==> src/rtl/receiver.sv <==
// 8N1 UART receiver, 16 clocks per bit, with a one-entry ready/valid
// holding buffer and framing-error / overrun pulses.
module receiver (
   input  logic       clk,
   input  logic       rst,
   input  logic       rx_serial_in,
   input  logic       rx_data_ready,
   output logic [7:0] rx_data,
   output logic       rx_data_valid,
   output logic       rx_framing_err,
   output logic       rx_overrun
);

   typedef enum logic [2:0] {
      IDLE,
      START,
      DATA,
      STOP,
      WAIT_HIGH
   } state_t;

   state_t     state_q, state_d;
   logic [3:0] cnt_q, cnt_d;
   logic [2:0] idx_q, idx_d;
   logic [7:0] shift_q, shift_d;
   logic [7:0] data_q, data_d;
   logic       valid_q, valid_d;
   logic       fe_q, fe_d;
   logic       ov_q, ov_d;
   logic       meta_q, sync_q;
   logic       deliver;

   always_comb begin
      state_d = state_q;
      idx_d   = idx_q;
      shift_d = shift_q;
      data_d  = data_q;
      valid_d = valid_q;
      fe_d    = 1'b0;
      ov_d    = 1'b0;
      deliver = 1'b0;

      if (valid_q && rx_data_ready)
         valid_d = 1'b0;

      unique case (state_q)
         IDLE: begin
            if (!sync_q)
               state_d = START;
         end
         START: begin
            if (cnt_q == 4'd7) begin
               idx_d   = 3'd0;
               state_d = sync_q ? IDLE : DATA;
            end
         end
         DATA: begin
            if (cnt_q == 4'd15) begin
               shift_d[idx_q] = sync_q;
               idx_d = idx_q + 3'd1;
               if (idx_q == 3'd7)
                  state_d = STOP;
            end
         end
         STOP: begin
            if (cnt_q == 4'd15) begin
               if (sync_q) begin
                  deliver = 1'b1;
                  state_d = IDLE;
               end else begin
                  fe_d    = 1'b1;
                  state_d = WAIT_HIGH;
               end
            end
         end
         WAIT_HIGH: begin
            if (sync_q)
               state_d = IDLE;
         end
         default: state_d = IDLE;
      endcase

      // A draining buffer frees its slot on the same edge the new byte lands
      if (deliver) begin
         if (!valid_q || rx_data_ready) begin
            data_d  = shift_q;
            valid_d = 1'b1;
         end else begin
            ov_d = 1'b1;
         end
      end

      if (state_d != state_q)
         cnt_d = 4'd0;
      else if (state_q == START || state_q == DATA || state_q == STOP)
         cnt_d = cnt_q + 4'd1;
      else
         cnt_d = 4'd0;
   end

   always_ff @(posedge clk) begin
      if (rst) begin
         meta_q  <= 1'b1;
         sync_q  <= 1'b1;
         state_q <= IDLE;
         cnt_q   <= 4'd0;
         idx_q   <= 3'd0;
         shift_q <= 8'h00;
         data_q  <= 8'h00;
         valid_q <= 1'b0;
         fe_q    <= 1'b0;
         ov_q    <= 1'b0;
      end else begin
         meta_q  <= rx_serial_in;
         sync_q  <= meta_q;
         state_q <= state_d;
         cnt_q   <= cnt_d;
         idx_q   <= idx_d;
         shift_q <= shift_d;
         data_q  <= data_d;
         valid_q <= valid_d;
         fe_q    <= fe_d;
         ov_q    <= ov_d;
      end
   end

   assign rx_data        = data_q;
   assign rx_data_valid  = valid_q;
   assign rx_framing_err = fe_q;
   assign rx_overrun     = ov_q;

endmodule

==> config.mk <==
export PLATFORM = sky130hd
export DESIGN_NAME = receiver
export DESIGN_NICKNAME = d
export VERILOG_FILES = /design/src/rtl/receiver.sv
export SDC_FILE = /design/constraint.sdc
export NUM_CORES = 1
export LEC_CHECK = 0
export ABC_AREA = 1
export CAP_MARGIN = 15
export CELL_PAD_IN_SITES_DETAIL_PLACEMENT = 1
export CELL_PAD_IN_SITES_GLOBAL_PLACEMENT = 1
export CORE_AREA = 2 2 68 63
export CTS_CLUSTER_SIZE = 20
export DETAILED_ROUTE_END_ITERATION = 8
export DIE_AREA = 0 0 70 65
export GPL_ROUTABILITY_DRIVEN = 0
export HOLD_SLACK_MARGIN = 0.15
export PLACE_DENSITY = 0.76
export RECOVER_POWER = 25
export SLEW_MARGIN = 0
export SYNTH_ARGS = -nofsm -noshare
export SYNTH_HDL_FRONTEND = slang
export SYNTH_SLANG_ARGS = --single-unit
==> constraint.sdc <==
create_clock -name clk -period 1.4 [get_ports clk]
set_input_delay 0.21 -clock clk [delete_from_list [all_inputs] [get_ports clk]]
set_output_delay 0.21 -clock clk [all_outputs]
set_load 0.03 [all_outputs]
Yosys cells after proc, flatten, opt, wreduce, memory -nomap -nowiden:

Cells that the tools add are included.

* word-level logic and storage cells: 65
* output and inout bits: 11
* bits in registers: 31

* mux-type cells: 23
* bitwise logic cells: 4
* equality and inequality tests: 10
* add/sub/neg operators: 2
* reductions and logical operators: 14
* order comparisons: 2

Operators by type and width (count)
* $mux W3: 9
* $pmux W3 S5: 1
* $mux W1: 9
* $bwmux W8: 1
* $eq A3 B2 Y1 const B: 2
* $eq A3 B3 Y1 const B: 2
* $pmux W3 S2: 1
* $reduce_or A3 Y1: 2
* $add A4 B1 Y4 const B: 1
* $eq A4 B3 Y1 const B: 1
* $eq A4 B4 Y1 const B: 1
* $lt A3 B4 Y1 const B: 1
* $ne A2 B2 Y1 const B: 2
* $not A1 Y1: 4
* $reduce_and A2 Y1: 2
* $add A3 B1 Y3 const B: 1
* $demux W1 S3: 1
* $eq A3 B1 Y1 const B: 1
* $ge A3 B1 Y1 const B: 1
* $logic_not A3 Y1: 1
* $logic_or A1 B1 Y1: 3
* $ne A3 B3 Y1: 1
* $reduce_and A3 Y1: 1
* $logic_and A1 B1 Y1: 2
* 4 further kinds: 4

Logic depth before layout (Yosys ltp):

Gate-level depths: netlist (run 1).

* depth after elaboration: 6
* depth in mapped cells: 9
* depth with buffers taken out: 9

Worst setup path after synthesis (run 1):

OpenSTA, ideal clock, no wires.

* path type: register to register
* from: register cnt_q[0]
* to: register data_q[6] (netlist: rx_data[6])
* buffers on the path: 0
* cell stages (with the launch flop): 9
* slack: 19 ps
* clock period less this slack: 1381 ps
* arrival time: 1248 ps
* cells stage by stage: dfxtp_1 > ha_1 > nand2_1 > nor2_1 > nand2_2 > nor2_8 > nand2_2 > nand2_1 > a21oi_1

* word-level cells in the longest chain between the ends: 4

Ends and longest elaborated chain
* start, declared: RTL line 23 `logic [3:0] cnt_q, cnt_d;`
* start signal, assigned: RTL line 117 `cnt_q <= cnt_d;`
* $eq A4 B4 Y1: RTL line 66 `if (cnt_q == 4'd15) begin`
* $mux W1: RTL line 66
* $mux W1: RTL line 46 `unique case (state_q)`
* $reduce_and A2 Y1 (no source line)
* end signal, assigned: RTL line 120 `data_q <= data_d;`
* end, declared: RTL line 26 `logic [7:0] data_q, data_d;`

No other way between the ends.
A chain may end at the register's enable or synchronous reset.

Worst setup path after layout (run 1):

* from: register cnt_q[1]
* to: register cnt_q[0]

* word-level cells in the longest chain between the ends: 5

Ends and longest elaborated chain
* $eq A4 B4 Y1 or $eq A4 B3 Y1 (tied branches): RTL line 58, 66, 52
* $mux W3 (on tied branches): RTL line 66, 52, 58
* $pmux W3 S5 *: RTL line 46
* $ne A3 B3 Y1 *: RTL line 93 `if (state_d != state_q)`
* $reduce_or A3 Y1 (no source line) *

Every way passes the cells marked *; elsewhere a longest branch is shown, timed or not.

==> results of run 1 <==
## worst max-delay path, cell delays in order, from the launching register on
cell,delay (ns)
dfxtp_2,0.35
ha_4,0.16
nand3_2,0.16
nor2_4,0.15
nand2_1,0.08
nand4_1,0.10
nand2_1,0.11
nand2_2,0.14
nor2_1,0.07
## final timing paths
check,start,to
setup / recovery,cnt_q[1],cnt_q[0]
hold / removal,meta_q,sync_q
setup reg to reg,cnt_q[1],cnt_q[0]
hold reg to reg,meta_q,sync_q
## cell type report
cell class	instances	share of cell area, %
clock buffers	7	5.288
clock inverters	1	0.4121
inverters	19	3.915
multi-input cells	116	39.35
flip-flops and latches	31	34.41
well taps	48	3.297
repair buffers	29	13.32
## through the flow
stage                     setup WS [ns]  util, %  total power [W]
final                          -0.02753    46.61         0.001756
after global routing            -0.1611    46.61         0.001829
after CTS                      0.001911    45.23         0.001767
after detailed placement        -0.1013    40.94        0.0009687
after global placement         -0.02845    40.94        0.0009661
after floorplan                 0.01858        -        0.0009415
## repair_timing
action	CTS	global route
setup buffers	2	3
setup endpoints to repair	35	25
pin swaps	7	7
cloned	1	0
gates resized for setup	23	8
hold buffers	0	0
## flip-flops by register name, summed over array words and instances, names as in the netlist
signal          cells
cnt_q               4
idx_q               3
meta_q              1
rx_data             8
rx_data_valid       1
rx_framing_err      1
rx_overrun          1
shift_q             8
state_q             3
sync_q              1
## synthesized netlist by cell type, drive strengths merged
library cell  number
clkinv             1
a31oi              1
ha                 3
o21ai             10
inv               18
nor3b              1
nor2              19
a211oi             1
clkbuf             3
or2                2
nand4              1
nor3               4
o211ai             2
nand2             30
xor2               1
nand3             18
a21oi             21
dfxtp             31
xnor2              1
## cell families after synthesis
group,count (synthesis),share of synthesized area (%)
AO/OA/AOI/OAI,35,14.05
AND/OR/NAND/NOR,75,29.21
flip-flops,31,46.44
buffers and inverters,22,6.180
adder cells (fa/ha/maj),3,2.809
XOR/XNOR,2,1.311
## power by group through the flow
| stage | Clock [W] | Combinational, W | Sequential (W) |
|---|---|---|---|
| finish | 0.000795 | 0.0000682 | 0.000893 |
| global route | 0.000863 | 0.0000743 | 0.000893 |
| floorplan | 0 | 0.0000301 | 0.000911 |
| global placement | 0 | 0.0000550 | 0.000911 |
| detailed placement | 0 | 0.0000571 | 0.000912 |
| CTS | 0.000813 | 0.0000627 | 0.000892 |
## per-layer routing
| layer | share of wire (%) | wire [um] | vias up | GRT usage [%] |
|---|---|---|---|---|
| li1 | - | - | 618 | - |
| met1 | 44 | 1765 | 619 | 22.83 |
| met2 | 50 | 1976 | 18 | 29.17 |
| met3 | 2.8 | 113 | 10 | 4.821 |
| met4 | 3.1 | 124 | 0 | 8.894 |
| met5 | 0 | 0 | - | 0 |
==> results.tsv, run 1 <==
metric	value	unit
outcome	finished, violations left	
failing checks	negative setup slack	
R2R cell count	8	
area of the core	3909	um2
IO Pins	15	
Initial Util	34.19	%
Area Growth Syn to Fin	36.33	%
H-tree depth	2	
clock share of power	45.3	%
CP Max Fanout	4	
final worst slack	-0.02753	ns
Die Span Y	65	um
startpoint types	register	
fmax	700.5	MHz
GRT Total Usage	18.24	%
vias after detailed routing	1265	
Seq pwr share	50.8	%
most frequent cells in the layout	26 x nand2_1, 26 x dfxtp_1, 20 x a21oi_1	
hold slack	0.4156	ns
post-synth top area share	46.44	%
Sw Ratio	22.52	%
VDD IR max	0.4691	mV
register area share after synthesis	46.44	%
die footprint	4550	um2
# nets final	209	
DRC	0	
Max Cap Violations	0	
Layout fillers	476	
pin count of the biggest net entering global routing	18	
placed insts	237	
Final Cell Area	1822	um2
fin crit share	102.0	%
Slew headroom	77.60	%
RSZ-0062 raised after global routing	yes	
Combinational Power Share	3.9	%
Setup Skew	0.008319	ns
crit path time final	1.428	ns
Data arrival, critical path	1.61	ns
placed cell area	1600	um2
Final Hold Viols	0	
layout cells sized above 1	29.06	%
worst reg2reg setup slack	-0.03	ns
Mapped Cells	168	
top cells by area, synth	dfxtp_1 46%, nand2_1 7.6%, a21oi_1 7.5%	
Avg Inst Size Synth	7.954	um2
DR iter-0 viols	44	
CTS Buf Count	5	
Mapped Area	1336	um2
YS warnings	0	
Leakage Power	0.7486	nW
Synth Register Bits	31	
CP required	1.58	ns
Syn Nets	175	
clk sinks	31	
drt wl/cell	15.85	um
Pint	0.001361	W
largest area contributor in the netlist	dfxtp_1	
hold crit path type	register to register	
die width	70	um
critical path capture point type	register	
Inserted Diodes	0	
CTS tree	built	
Routed WL	3979	um
Antenna Nets Post-Route	0	
multi-input logic area	716.9	um2
Cell Pwr Density	964.0	nW/um2
Port Buffers	14	
Site Rows	22	
Psw	0.0003954	W
Clock Latency Late Sink	0.29	ns
DRT Pass-1 Iters	4	
setup violators final	4	
Clock Tree Buf Depth	2	
initial antenna violation count	0	
first-pass GRT wire length	6368	um
fin. max-slew vios	0	
post-DP HPWL	2632	um
Hold Crit Depth	1	
Reg area	626.9	um2
Setup CP Type	register to register	
Cell Count, Final, Fillers Out	251	
Clk pin slew, worst setup/hold paths	0.07	ns
setup TNS	-0.05636	ns
Root Buffer	clkbuf_8	
vias in the first global route	1348	
Worst-Margin Slew	0.3373	ns
grt ovf	0	
via-per-instance ratio	5.040	
Yosys cell types	28	
(Power assumes the default switching activity.)
==> run 2, diff against run 1 <==
Settings changed: ABC_AREA 1 to default, CELL_PAD_IN_SITES_DETAIL_PLACEMENT 1 to default, CELL_PAD_IN_SITES_GLOBAL_PLACEMENT 1 to default, CORE_AREA 2 2 68 63 to 2 2 62 58, DIE_AREA 0 0 70 65 to 0 0 64 60, PLACE_DENSITY 0.76 to 0.71, SLEW_MARGIN 0 to 40.
==> results.tsv, run 2 <==
metric	value	unit
setup violators final	16	
drt wl/cell	15.91	um
Mapped Area	1378	um2
post-synth top area share	45.05	%
final worst slack	-0.06841	ns
Port Buffers	14	
Area Growth Syn to Fin	56.77	%
crit path time final	1.468	ns
IO Pins	15	
Final Cell Area	2160	um2
WP buf/inv	2	
max incr delay on CP	0.35	ns
setup TNS	-0.7345	ns
Post-Route Utilization	66.90	%
global routing's busiest layer	met2	
Post-synth EDFFs	0	
Site Rows	20	
first-pass GRT wire length	5733	um
startpoint types	register	
Mapped Cells	143	
register area share after synthesis	45.05	%
Hold Crit Depth	1	
Routed WL	3755	um
CTS Buf Count	5	
ys async rst share	0	%
fin. max-slew vios	0	
GRT Total Usage	19.84	%
CP Max Fanout	4	
GR Util met1	23.66	%
DRC	0	
Root Buffer	clkbuf_4	
failing checks	negative setup slack	
Slew headroom	78.12	%
DRT Pass-1 Iters	4	
M2 GR Usage	31.99	%
layout cells sized above 1	47.40	%
count leader, synth	dfxtp_1	
Data arrival, critical path	1.73	ns
Die Span Y	60	um
Setup Skew	0.01483	ns
Worst-Margin Slew	0.3278	ns
Min-Delay Endpoint	sync_q	
cts hold-fix bufs	0	
Yosys cell types	35	
largest area contributor in the netlist	dfxtp_1	
# nets final	198	
top cells by area, synth	dfxtp_1 45%, mux2i_1 7.3%, a31o_2 5.1%	
top cells by count, synth	31 x dfxtp_1, 11 x nand2b_1, 11 x nor4_1	
die width	64	um
critical path capture point type	register	
CTS tree	built	
Max Cap Violations	0	
placed cell area	1754	um2
fmax	681.0	MHz
die footprint	3840	um2
R2R cell count	6	
RSZ-0062 raised after global routing	yes	
initial antenna violation count	0	
clk sinks	31	
RR Startpoint	cnt_q[1]	
Synth Flop Type	dfxtp_1	
hold path startpoint	meta_q	
pin count of the biggest net entering global routing	16	
YS warnings	0	
Setup CP Type	register to register	
most frequent cells in the layout	35 x buf_4, 25 x dfxtp_1, 11 x nand2b_1, 11 x dlygate4sd2_1, 10 x mux2i_1	
Final Hold Viols	0	
vias after detailed routing	1282	
Avg Inst Size Synth	9.633	um2
Inserted Diodes	0	
slowest stage cell, crit path	dfxtp_2	
Synth Register Bits	31	
commonest non-fill, non-tap cell in the layout	buf_4	
post-DP HPWL	2207	um
Syn Nets	150	
Initial Util	42.67	%
H-tree depth	2	
Clk pin slew, worst setup/hold paths	0.10	ns
via-per-instance ratio	5.432	
vias in the first global route	1263	
met3 usage	5.650	%
fin crit share	104.9	%
outcome	finished, violations left	
Clock Latency Late Sink	0.33	ns
hold crit path type	register to register	
VDD IR max	0.6642	mV
Antenna Nets Post-Route	0	
DR iter-0 viols	97	
Leakage Power	0.8696	nW
worst reg2reg setup slack	-0.07	ns
FF-to-FF End	cnt_q[0]	
Top cell by count, worst path	buf_6	
Cell Pwr Density	788.0	nW/um2
CP top delay family	simple AND/OR/NAND/NOR gates	
worst path cell trace	ha_4 -> buf_6 -> buf_6 -> and4b_1 -> and4b_2 -> nor3_2	
CP required	1.66	ns
Place WS	-0.2490	ns
area of the core	3228	um2
grt ovf	0	
Clock Tree Buf Depth	2	
==> run 2: layout make-up <==
cell class / count / area, um2
repair buffers: 52 / 422.9
flip-flops and latches: 31 / 630.6
multi-input cells: 99 / 957.2
inverters: 2 / 7.507
well taps: 44 / 55.05
clock inverters: 2 / 35.03
fillers: 233 / 1069
clock buffers: 6 / 51.30
==> run 2: how the worst max path moves through the flow <==
stage,to,start,cells after the start
floorplan,rx_data[0],cnt_q[1],5
global placement,rx_data[7],rx_data_ready,4
detailed placement,rx_data[7],rx_data_ready,4
CTS,cnt_q[1],cnt_q[1],5
global route,idx_q[1],state_q[0],3
finish,cnt_q[0],cnt_q[1],6
==> run 2: timing repair <==
action                                  CTS  global route
endpoints found under the setup margin   31            24
pin swaps                                12             7
gates resized for setup                  36            22
buffers inserted                          3             7
==> run 2: stage by stage <==
stage           power, W  instances  hold slack [ns]
6_report        0.001702        236           0.4135
4_1_cts         0.001711        229           0.4186
3_3_place_gp   0.0009764        218           0.3944
3_5_place_dp   0.0009800        218           0.3973
5_1_grt         0.001751        236           0.4395
2_1_floorplan  0.0009477        143           0.3138
==> run 2: per-layer routing <==
metal,up-vias,wire (um)
met1,609,1635
met3,12,165
met2,42,1835
met4,0,119
li1,619,-
met5,-,0
==> run 2: kinds of logic after synthesis <==
| family | after synthesis | synth area share [%] |
|---|---|---|
| simple gates | 64 | 27.98 |
| flops | 31 | 45.05 |
| compound gates | 19 | 10.54 |
| buf+inv | 13 | 4.541 |
| mux | 10 | 7.266 |
| xor+xnor | 3 | 1.908 |
| fa+ha+maj | 3 | 2.725 |
==> run 2: report_power, final <==
group	switching, W	total, W	leakage [nW]	internal (W)
Combinational	0.0000387	0.0000757	0.568	0.0000370
Clock	0.000313	0.000735	0.0482	0.000422
Sequential	0.00000499	0.000891	0.254	0.000886
==> run 2: worst register-to-register path, stage by stage, from the launching register on <==
cell and delay (ns):
dfxtp_2 0.35, ha_4 0.16, buf_6 0.12, buf_6 0.11, and4b_1 0.18, and4b_2 0.28
nor3_2 0.20
==> run 3, diff against run 2 <==
Settings changed: ABC_CLOCK_PERIOD_IN_PS from default to 1400.
==> results of run 3 <==
Final layout, timing and power as in run 2 (identical DEF).
